[src/rtl/mem_ctrl_pkg.sv]
// Shared constants for the byte-serial memory controller: FSM encodings, requester IDs,
// reset/stall polarities and the byte-count decode.
package mem_ctrl_pkg;

    localparam logic [1:0] StIdle  = 2'd0;
    localparam logic [1:0] StRead  = 2'd1;
    localparam logic [1:0] StWrite = 2'd2;
    localparam logic [1:0] StDone  = 2'd3;

    localparam logic Src_IF  = 1'b0;
    localparam logic Src_MEM = 1'b1;

    localparam logic ResetEnable = 1'b1;
    localparam logic Stop        = 1'b1;
    localparam logic NoStop      = 1'b0;

    // Only 1 and 2 are honoured; every other encoding means a full word.
    function automatic logic [2:0] decode_len(input logic [2:0] l);
        case (l)
            3'd1, 3'd2: return l;
            default:    return 3'd4;
        endcase
    endfunction

endpackage

[src/rtl/mem_ctrl.sv]
// Arbiter and byte sequencer sharing one 8-bit RAM port between fetch (IF) and load/store (MEM).
// MEM wins arbitration; a granted transaction runs to completion unless a flush aborts a fetch.
module mem_ctrl
    import mem_ctrl_pkg::*;
#(
    parameter int unsigned ADDR_W = 32
) (
    input  logic              clk,
    input  logic              rst,
    input  logic              flush,
    input  logic              if_req,
    input  logic [ADDR_W-1:0] if_addr,
    output logic              if_done,
    output logic [31:0]       if_data,
    input  logic              mem_req,
    input  logic              mem_we,
    input  logic [ADDR_W-1:0] mem_addr,
    input  logic [2:0]        mem_len,
    input  logic [31:0]       mem_wdata,
    output logic              mem_done,
    output logic [31:0]       mem_rdata,
    output logic              stallreq_from_if,
    output logic              stallreq_from_mem,
    input  logic [7:0]        ram_din,
    output logic [7:0]        ram_dout,
    output logic [ADDR_W-1:0] ram_a,
    output logic              ram_wr
);

    logic [1:0]        state_q, state_d;
    logic              src_q, src_d;
    logic [2:0]        len_q, len_d;
    logic [2:0]        ic_q, ic_d;
    logic [2:0]        cc_q, cc_d;
    logic              first_q, first_d;
    logic [31:0]       asm_q, asm_d;
    logic [ADDR_W-1:0] addr_q, addr_d;
    logic [31:0]       wdata_q, wdata_d;
    logic [ADDR_W-1:0] ram_a_q, ram_a_d;
    logic [7:0]        ram_dout_q, ram_dout_d;
    logic              ram_wr_q, ram_wr_d;
    logic [31:0]       if_data_q, if_data_d;
    logic [31:0]       mem_rdata_q, mem_rdata_d;

    // ram_a is registered, so byte 0 is issued on acceptance and ic counts issued bytes.
    always_comb begin
        state_d     = state_q;
        src_d       = src_q;
        len_d       = len_q;
        ic_d        = ic_q;
        cc_d        = cc_q;
        first_d     = first_q;
        asm_d       = asm_q;
        addr_d      = addr_q;
        wdata_d     = wdata_q;
        ram_a_d     = ram_a_q;
        ram_dout_d  = ram_dout_q;
        ram_wr_d    = 1'b0;
        if_data_d   = if_data_q;
        mem_rdata_d = mem_rdata_q;

        case (state_q)
            StIdle: begin
                if (mem_req) begin
                    src_d   = Src_MEM;
                    len_d   = decode_len(mem_len);
                    addr_d  = mem_addr;
                    wdata_d = mem_wdata;
                    ram_a_d = mem_addr;
                    ic_d    = 3'd1;
                    cc_d    = 3'd0;
                    first_d = 1'b1;
                    asm_d   = 32'd0;
                    if (mem_we) begin
                        ram_dout_d = mem_wdata[7:0];
                        ram_wr_d   = 1'b1;
                        state_d    = StWrite;
                    end else begin
                        state_d = StRead;
                    end
                end else if (if_req && !flush) begin
                    src_d   = Src_IF;
                    len_d   = 3'd4;
                    addr_d  = if_addr;
                    ram_a_d = if_addr;
                    ic_d    = 3'd1;
                    cc_d    = 3'd0;
                    first_d = 1'b1;
                    asm_d   = 32'd0;
                    state_d = StRead;
                end
            end
            StRead: begin
                if (flush && src_q == Src_IF) begin
                    state_d = StIdle;
                end else begin
                    first_d = 1'b0;
                    if (ic_q < len_q) begin
                        ram_a_d = addr_q + ADDR_W'(ic_q);
                        ic_d    = ic_q + 3'd1;
                    end
                    // RAM data lags the address by one cycle; nothing to capture yet on entry.
                    if (!first_q) begin
                        asm_d[{cc_q[1:0], 3'b000} +: 8] = ram_din;
                        cc_d = cc_q + 3'd1;
                        if (cc_q + 3'd1 == len_q) begin
                            state_d = StDone;
                            if (src_q == Src_IF) begin
                                if_data_d = asm_d;
                            end else begin
                                mem_rdata_d = asm_d;
                            end
                        end
                    end
                end
            end
            StWrite: begin
                if (ic_q < len_q) begin
                    ram_a_d    = addr_q + ADDR_W'(ic_q);
                    ram_dout_d = wdata_q[{ic_q[1:0], 3'b000} +: 8];
                    ram_wr_d   = 1'b1;
                    ic_d       = ic_q + 3'd1;
                end else begin
                    state_d = StDone;
                end
            end
            default: begin
                state_d = StIdle;
            end
        endcase
    end

    always_ff @(posedge clk) begin
        if (rst == ResetEnable) begin
            state_q     <= StIdle;
            src_q       <= Src_IF;
            len_q       <= 3'd0;
            ic_q        <= 3'd0;
            cc_q        <= 3'd0;
            first_q     <= 1'b0;
            asm_q       <= 32'd0;
            addr_q      <= '0;
            wdata_q     <= 32'd0;
            ram_a_q     <= '0;
            ram_dout_q  <= 8'd0;
            ram_wr_q    <= 1'b0;
            if_data_q   <= 32'd0;
            mem_rdata_q <= 32'd0;
        end else begin
            state_q     <= state_d;
            src_q       <= src_d;
            len_q       <= len_d;
            ic_q        <= ic_d;
            cc_q        <= cc_d;
            first_q     <= first_d;
            asm_q       <= asm_d;
            addr_q      <= addr_d;
            wdata_q     <= wdata_d;
            ram_a_q     <= ram_a_d;
            ram_dout_q  <= ram_dout_d;
            ram_wr_q    <= ram_wr_d;
            if_data_q   <= if_data_d;
            mem_rdata_q <= mem_rdata_d;
        end
    end

    always_comb begin
        if_done           = (state_q == StDone) && (src_q == Src_IF);
        mem_done          = (state_q == StDone) && (src_q == Src_MEM);
        if_data           = if_data_q;
        mem_rdata         = mem_rdata_q;
        ram_a             = ram_a_q;
        ram_dout          = ram_dout_q;
        ram_wr            = ram_wr_q;
        stallreq_from_if  = (if_req && !if_done) ? Stop : NoStop;
        stallreq_from_mem = (mem_req && !mem_done) ? Stop : NoStop;
    end

endmodule

[config.mk]
export PLATFORM = sky130hd
export DESIGN_NAME = mem_ctrl
export DESIGN_NICKNAME = d
export VERILOG_FILES = /design/src/rtl/mem_ctrl_pkg.sv /design/src/rtl/mem_ctrl.sv
export SDC_FILE = /design/constraint.sdc
export NUM_CORES = 1
export LEC_CHECK = 0
export CAP_MARGIN = 10
export CORE_MARGIN = 1
export CORE_UTILIZATION = 55
export CTS_CLUSTER_SIZE = 30
export DETAILED_ROUTE_END_ITERATION = 10
export PLACE_DENSITY = 0.87
export SLEW_MARGIN = 40
export SYNTH_ARGS = -nofsm -noshare
export SYNTH_HDL_FRONTEND = slang
export SYNTH_SLANG_ARGS = --single-unit
[constraint.sdc]
create_clock -name clk -period 4.41 [get_ports clk]
set_input_delay 0.882 -clock clk [delete_from_list [all_inputs] [get_ports clk]]
set_output_delay 0.882 -clock clk [all_outputs]
set_load 0.1 [all_outputs]
==> metrics.txt, run 1 <==
top-area cell type share of the netlist area 0.433; placed cell areas approximately 12,000 um2; Post-synth EDFFs 0; final hold violations 0; DR vias between 9,000 and 10,000; Die X 136 um; # port buffers around 220; Setup Skew 0.0212 ns; num ports 222; most common cell after layout, fill and taps aside dfxtp_1; fin cells 1,576; status completed; Gate Count Post-Synth about 1,200; CTS H-tree depth 1; Hold/Removal Path Class flop to flop; total track usage 0.288; fin nets 1,470; power share of the clock group 0.224; # rows 48; slew of the pin with the lowest slew margin 0.799 ns; CTS Buf Count 22; Worst-Skew Late Latency between 0.5 and 0.6 ns; initial antenna violation count 0; clock buffer depth 3; number of global-route vias before repair between 8,000 and 9,000; Hold Buf Count CTS 0; final worst-path cycle share 0.704; total congestion overflow 0; Worst EP required around 4.8 ns; Synth Area per Inst ~8.5 um2; final setup fails 0; Clock Pin Slew Worst Setup and Hold Paths 0.06 ns; post-synthesis sequential area ratio 0.433; Psw 3.85 mW; CTS root buffer clkbuf_16; Initial Utilization 0.568; worst ir drop on vdd 0.000471 V; fillers 1,380; Yosys reg bits 214; top cells by area, synth dfxtp_1 43%, a211oi_1 8.2%, a21oi_1 6.5%, nor2_1 6.1%, nand2_1 4.4%; Tot Pwr 8.19 mW; Setup TNS 0 ns; dpl ws 0.975 ns; largest net degree at the start of global routing about 110; Async SR Flop Fraction 0; first-pass GRT wire length 43,200 um; Reg power frac 0.316; DRT iter0 DRCs 879; vias per inst 5.98; post_cts resized 0; setup ws final ~1.3 ns; die area 18,500 um2; commonest register cell after synthesis dfxtp_1; critical-path maximum fanout approximately 40; max-slew violations 0; cell total after placement 1,540; CP Class flop to flop; CTS tree built; Sw Ratio 0.470; Hold Path Depth 2; Area Growth Syn to Fin 25.4%; max_slew headroom 0.467; Int Pwr 4.34 mW; antenna cells 0; Max-Cap Viols 0; First-pass DRT Iterations 7; synthesized cell area 9880 um2; DR WL/cell 17.2 um; post-route ant nets 0; min cycle time layout 3.11 ns; RSZ-0062 raised after global routing no; crit start category flop; syn nets 1,295; Post-Route WL 27,100 um; Core Footprint about 17,000 um2; Post-Layout Inst Area roughly 12,000 um2; Unique masters post-synth 65; f_max 322 MHz; PD cells 661 nW/um2; CTS Sinks about 210; Setup Buffers After CTS 0; combinational power share 0.460; Worst Setup End Kind flop; detailed placement HPWL 18,600 um; P_leak 4.83 nW; layout cells sized above 1 0.142; cell taking the most area after synthesis dfxtp_1; critical path arrival approximately 3.5 ns; Worst R2R Path Depth 9; commonest cells after routing, fill and taps aside 214 x dfxtp_1, 160 x nor2_1, 128 x a21oi_1; DRC 0; die height 136 um; Yosys warning count 0; routability cong. just over 0.9
-- critical path: stages (launching register included) --
cell,delay [ns]
dfxtp_1,0.36
inv_1,0.11
ha_1,0.51
nand2b_1,0.23
o21ai_4,0.19
buf_4,0.43
a21o_1,0.67
buf_4,0.33
a21oi_1,0.11
nor2_1,0.09
-- cells in the mapped netlist, drive strengths merged, types with 3 or more instances --
cell type	number
nor4bb	3
xnor2	10
mux2i	41
o31ai	8
a22oi	5
inv	15
a211oi	109
clkbuf	71
nand3	17
a32o	3
or3	4
nand2	117
a31o	3
o2bb2ai	5
and2	4
or4	3
o211ai	11
dfxtp	214
a2111oi	3
mux2	3
o22ai	4
a211o	8
a311oi	3
nor3	42
o21ai	18
ha	16
and4	3
nor2b	38
mux4	8
a21oi	129
nor2	161
nand2b	4
nor4	11
nand4	12
xor2	10
nand3b	4
buf	16
and3	9
-- path summary, 6_finish.rpt --
check | startpoint | endpoint | slack, ns
setup / recovery | state_q[0]$_SDFFE_PP0P_ | asm_q[23]$_SDFFE_PP0P_ | 1.30
hold / removal | wdata_q[23]$_SDFFE_PP0P_ | wdata_q[23]$_SDFFE_PP0P_ | 0.45
setup reg to reg | state_q[0]$_SDFFE_PP0P_ | asm_q[23]$_SDFFE_PP0P_ | 1.30
hold reg to reg | wdata_q[23]$_SDFFE_PP0P_ | wdata_q[23]$_SDFFE_PP0P_ | 0.45
-- cell type report --
| class | instances | area [um2] | share of cell area |
|---|---|---|---|
| Clock inverter | 2 | 35.0 | 0.00283 |
| Timing Repair Buffer | 239 | 1830 | 0.147 |
| Inverter | 16 | 60.1 | 0.00485 |
| Clock buffer | 33 | 673 | 0.0543 |
| Multi-Input combinational cell | 847 | 5230 | 0.422 |
| Tap cell | 225 | 282 | 0.0227 |
| Sequential cell | 214 | 4280 | 0.346 |
-- power by group through the flow --
| stage | registers, mW | clock network [mW] | logic, mW |
|---|---|---|---|
| 3_3_place_gp | 2.60 | 0 | 3.78 |
| 2_1_floorplan | 3.77 | 0 | 1.68 |
| 5_1_grt | 2.62 | 1.94 | 4.00 |
| 4_1_cts | 2.58 | 1.85 | 3.73 |
| 6_report | 2.59 | 1.84 | 3.77 |
| 3_5_place_dp | 2.61 | 0 | 3.71 |
-- kinds of logic after synthesis --
group / Yosys count / share of synthesized area
compound gates: 321 / 0.212
xor+xnor: 21 / 0.0200
fa+ha+maj: 17 / 0.0223
buf+inv: 104 / 0.0437
flops: 214 / 0.433
mux: 52 / 0.0632
simple gates: 436 / 0.205
-- per-stage QoR --
| stage | utilization | hold slack (ns) |
|---|---|---|
| after floorplan | - | 0.433 |
| after global placement | 0.698 | 0.440 |
| after detailed placement | 0.669 | 0.445 |
| after CTS | 0.709 | 0.453 |
| after global routing | 0.712 | 0.470 |
| final | 0.712 | 0.452 |
-- registers in the layout, summed over array words and instances (netlist names), 8 cells and up --
signal	count
asm_q	32
ram_a	32
wdata_q	32
ram_dout	8
addr_q	32
if_data	32
mem_rdata	32
-- per-layer routing --
metal	up-vias	global-route usage	share of wire
met1	4447	0.372	0.42
li1	4521	-	-
met4	0	0.0926	0.022
met5	-	0	0
met2	405	0.484	0.48
met3	50	0.0500	0.080
Power figures use the tool's default switching activity.
==> inputs of run 2 (changes only) <==
--- a/config.mk
+++ b/config.mk
@@ -7,10 +7,10 @@
 export LEC_CHECK = 0
 export CAP_MARGIN = 10
 export CORE_MARGIN = 1
-export CORE_UTILIZATION = 55
+export CORE_UTILIZATION = 51
 export CTS_CLUSTER_SIZE = 30
 export DETAILED_ROUTE_END_ITERATION = 10
-export PLACE_DENSITY = 0.87
+export PLACE_DENSITY = 0.82
 export SLEW_MARGIN = 40
 export SYNTH_ARGS = -nofsm -noshare
 export SYNTH_HDL_FRONTEND = slang
==> constraint.sdc (replaced) <==
create_clock -name clk -period 3.01 [get_ports clk]
set_input_delay 0.602 -clock clk [delete_from_list [all_inputs] [get_ports clk]]
set_output_delay 0.602 -clock clk [all_outputs]
set_load 0.1 [all_outputs]
==> run 2 against run 1 <==
Net effect: largest power group unchanged; register-to-register slack got worse by 0.84 ns; sequential power rose by 47%; clock skew down 0.0071 ns; critical path type unchanged; final area increased by 3.5%; combinational power increased by 52%; non-clock buffer count up 11; first-iteration DRC count fell by 8.0%; core utilization shrank 3.1 points.
==> metrics.txt, run 2 (synthesis results as in run 1) <==
crit start category flop (unchanged); critical-path maximum fanout 8 (was 41); CTS tree built (unchanged); Worst Setup SP ic_q[1]$_SDFFE_PP0P_ (was state_q[0]$_SDFFE_PP0P_); num ports 222 (unchanged); Hold Buf Count CTS 0 (unchanged); initial antenna violation count 0 (unchanged); Post-Route WL 27,400 um (was 27,100 um); Worst Setup End Kind flop (unchanged); Setup Buffers After CTS 0 (unchanged); PD cells 953 nW/um2 (was 661 nW/um2); final worst-path cycle share 0.846 (was 0.704); RSZ-0062 raised after global routing no (unchanged); final hold violations 0 (unchanged); DR vias 9,374 (was 9,423); CTS Sinks 214 (unchanged); First-pass DRT Iterations 8 (was 7); die height 141 um (was 136 um); CP Class flop to flop (unchanged); DRC 0 (unchanged); layout cells sized above 1 0.150 (was 0.142); Hold/Removal Path Class input pin to flop (was flop to flop); max_slew headroom 0.495 (was 0.467); P_leak 4.90 nW (was 4.83 nW); critical path arrival 2.95 ns (was 3.53 ns); CTS H-tree depth 1 (unchanged); DR WL/cell 16.9 um (was 17.2 um); # rows 50 (was 48); total congestion overflow 0 (unchanged); CTS root buffer clkbuf_16 (unchanged); final setup fails 0 (unchanged); dpl ws 0.222 ns (was 0.975 ns); min cycle time layout 2.55 ns (was 3.11 ns); reg2reg start ic_q[1]$_SDFFE_PP0P_ (was state_q[0]$_SDFFE_PP0P_); worst ir drop on vdd 0.000872 V (was 0.000471 V); largest net degree at the start of global routing 97 (was 113); fin nets 1,482 (was 1,470); fillers 1,545 (was 1,380); Worst-Skew Late Latency 0.51 ns (about the same); slew of the pin with the lowest slew margin 0.751 ns (was 0.799 ns); Setup TNS 0 ns (unchanged); vias per inst 5.77 (was 5.98); first-pass GRT wire length 44,300 um (was 43,200 um); Max-Cap Viols 0 (unchanged); Initial Utilization 0.525 (was 0.568); most common cell after layout, fill and taps aside dfxtp_1 (unchanged); setup ws final 0.464 ns (was 1.30 ns); Die X 141 um (was 136 um); Area Growth Syn to Fin 29.8% (was 25.4%); clock buffer depth 3 (unchanged); post_cts resized 0 (unchanged); Core Footprint 18,800 um2 (was 17,400 um2); detailed placement HPWL 19,100 um (was 18,600 um); DRT iter0 DRCs 809 (was 879); max-slew violations 0 (unchanged); commonest cells after routing, fill and taps aside 214 x dfxtp_1, 160 x nor2_1, 130 x buf_4 (was 214 x dfxtp_1, 160 x nor2_1, 128 x a21oi_1); routability cong. 0.894 (was 0.925); Clock Pin Slew Worst Setup and Hold Paths 0.06 ns (about the same); antenna cells 0 (unchanged); Setup Skew 0.0141 ns (was 0.0212 ns); hold path startpoint rst (was wdata_q[23]$_SDFFE_PP0P_); # port buffers 221 (unchanged); CTS Buf Count 23 (was 22); total track usage 0.272 (was 0.288); post-route ant nets 0 (unchanged); die area 19,900 um2 (was 18,500 um2); status completed (unchanged); f_max 393 MHz (was 322 MHz); Worst EP required 3.41 ns (was 4.84 ns); number of global-route vias before repair 8,822 (was 8,726)
[run 2: worst max-delay path: stages (launching register included)]
cell	delay, ns
dfxtp_1	0.59
fa_1	0.30
a21oi_1	0.11
buf_4	0.17
nor3_1	0.62
nand3_1	0.18
xnor2_1	0.18
a211o_1	0.29
[run 2: area by class of cell]
class / count / area [um2] / share of cell area
flip-flops and latches: 214 / 4280 / 0.334
well taps: 260 / 325 / 0.0254
inverters: 16 / 60.1 / 0.00468
multi-input cells: 847 / 5210 / 0.406
clock inverters: 8 / 65.1 / 0.00507
repair buffers: 250 / 2240 / 0.175
clock buffers: 31 / 636 / 0.0496
[run 2: per-layer routing]
metal / wire length (um) / part of all wire / GRT usage
met5: 0 / 0 / 0
met4: 887 / 0.032 / 0.101
met3: 1810 / 0.066 / 0.0442
met2: 12900 / 0.47 / 0.447
met1: 11800 / 0.43 / 0.359
[run 2: worst paths after layout]
path         slack (ns)  cells past startpoint                 endpoint
min                0.31                      2  addr_q[18]$_SDFFE_PP0P_
max                0.46                      7   ram_a[22]$_SDFFE_PP0P_
min reg2reg        0.46                      2  wdata_q[6]$_SDFFE_PP0P_
max reg2reg        0.46                      7   ram_a[22]$_SDFFE_PP0P_
[run 2: power by group]
part | switching, mW | internal, mW
Sequential | 0.460 | 3.35
Combinational | 4.11 | 1.62
Clock | 1.12 | 1.56
[run 2: metrics by stage]
stage	power (mW)	cell area [um2]	cells	util	hold WS, ns
final	12.2	12800	1626	0.681	0.312
after global routing	12.8	12800	1626	0.681	0.313
after CTS	12.2	12800	1626	0.681	0.299
after detailed placement	9.54	12100	1587	0.644	0.448
after global placement	9.42	12100	1587	0.643	0.439
after floorplan	7.98	9890	1165	-	0.433
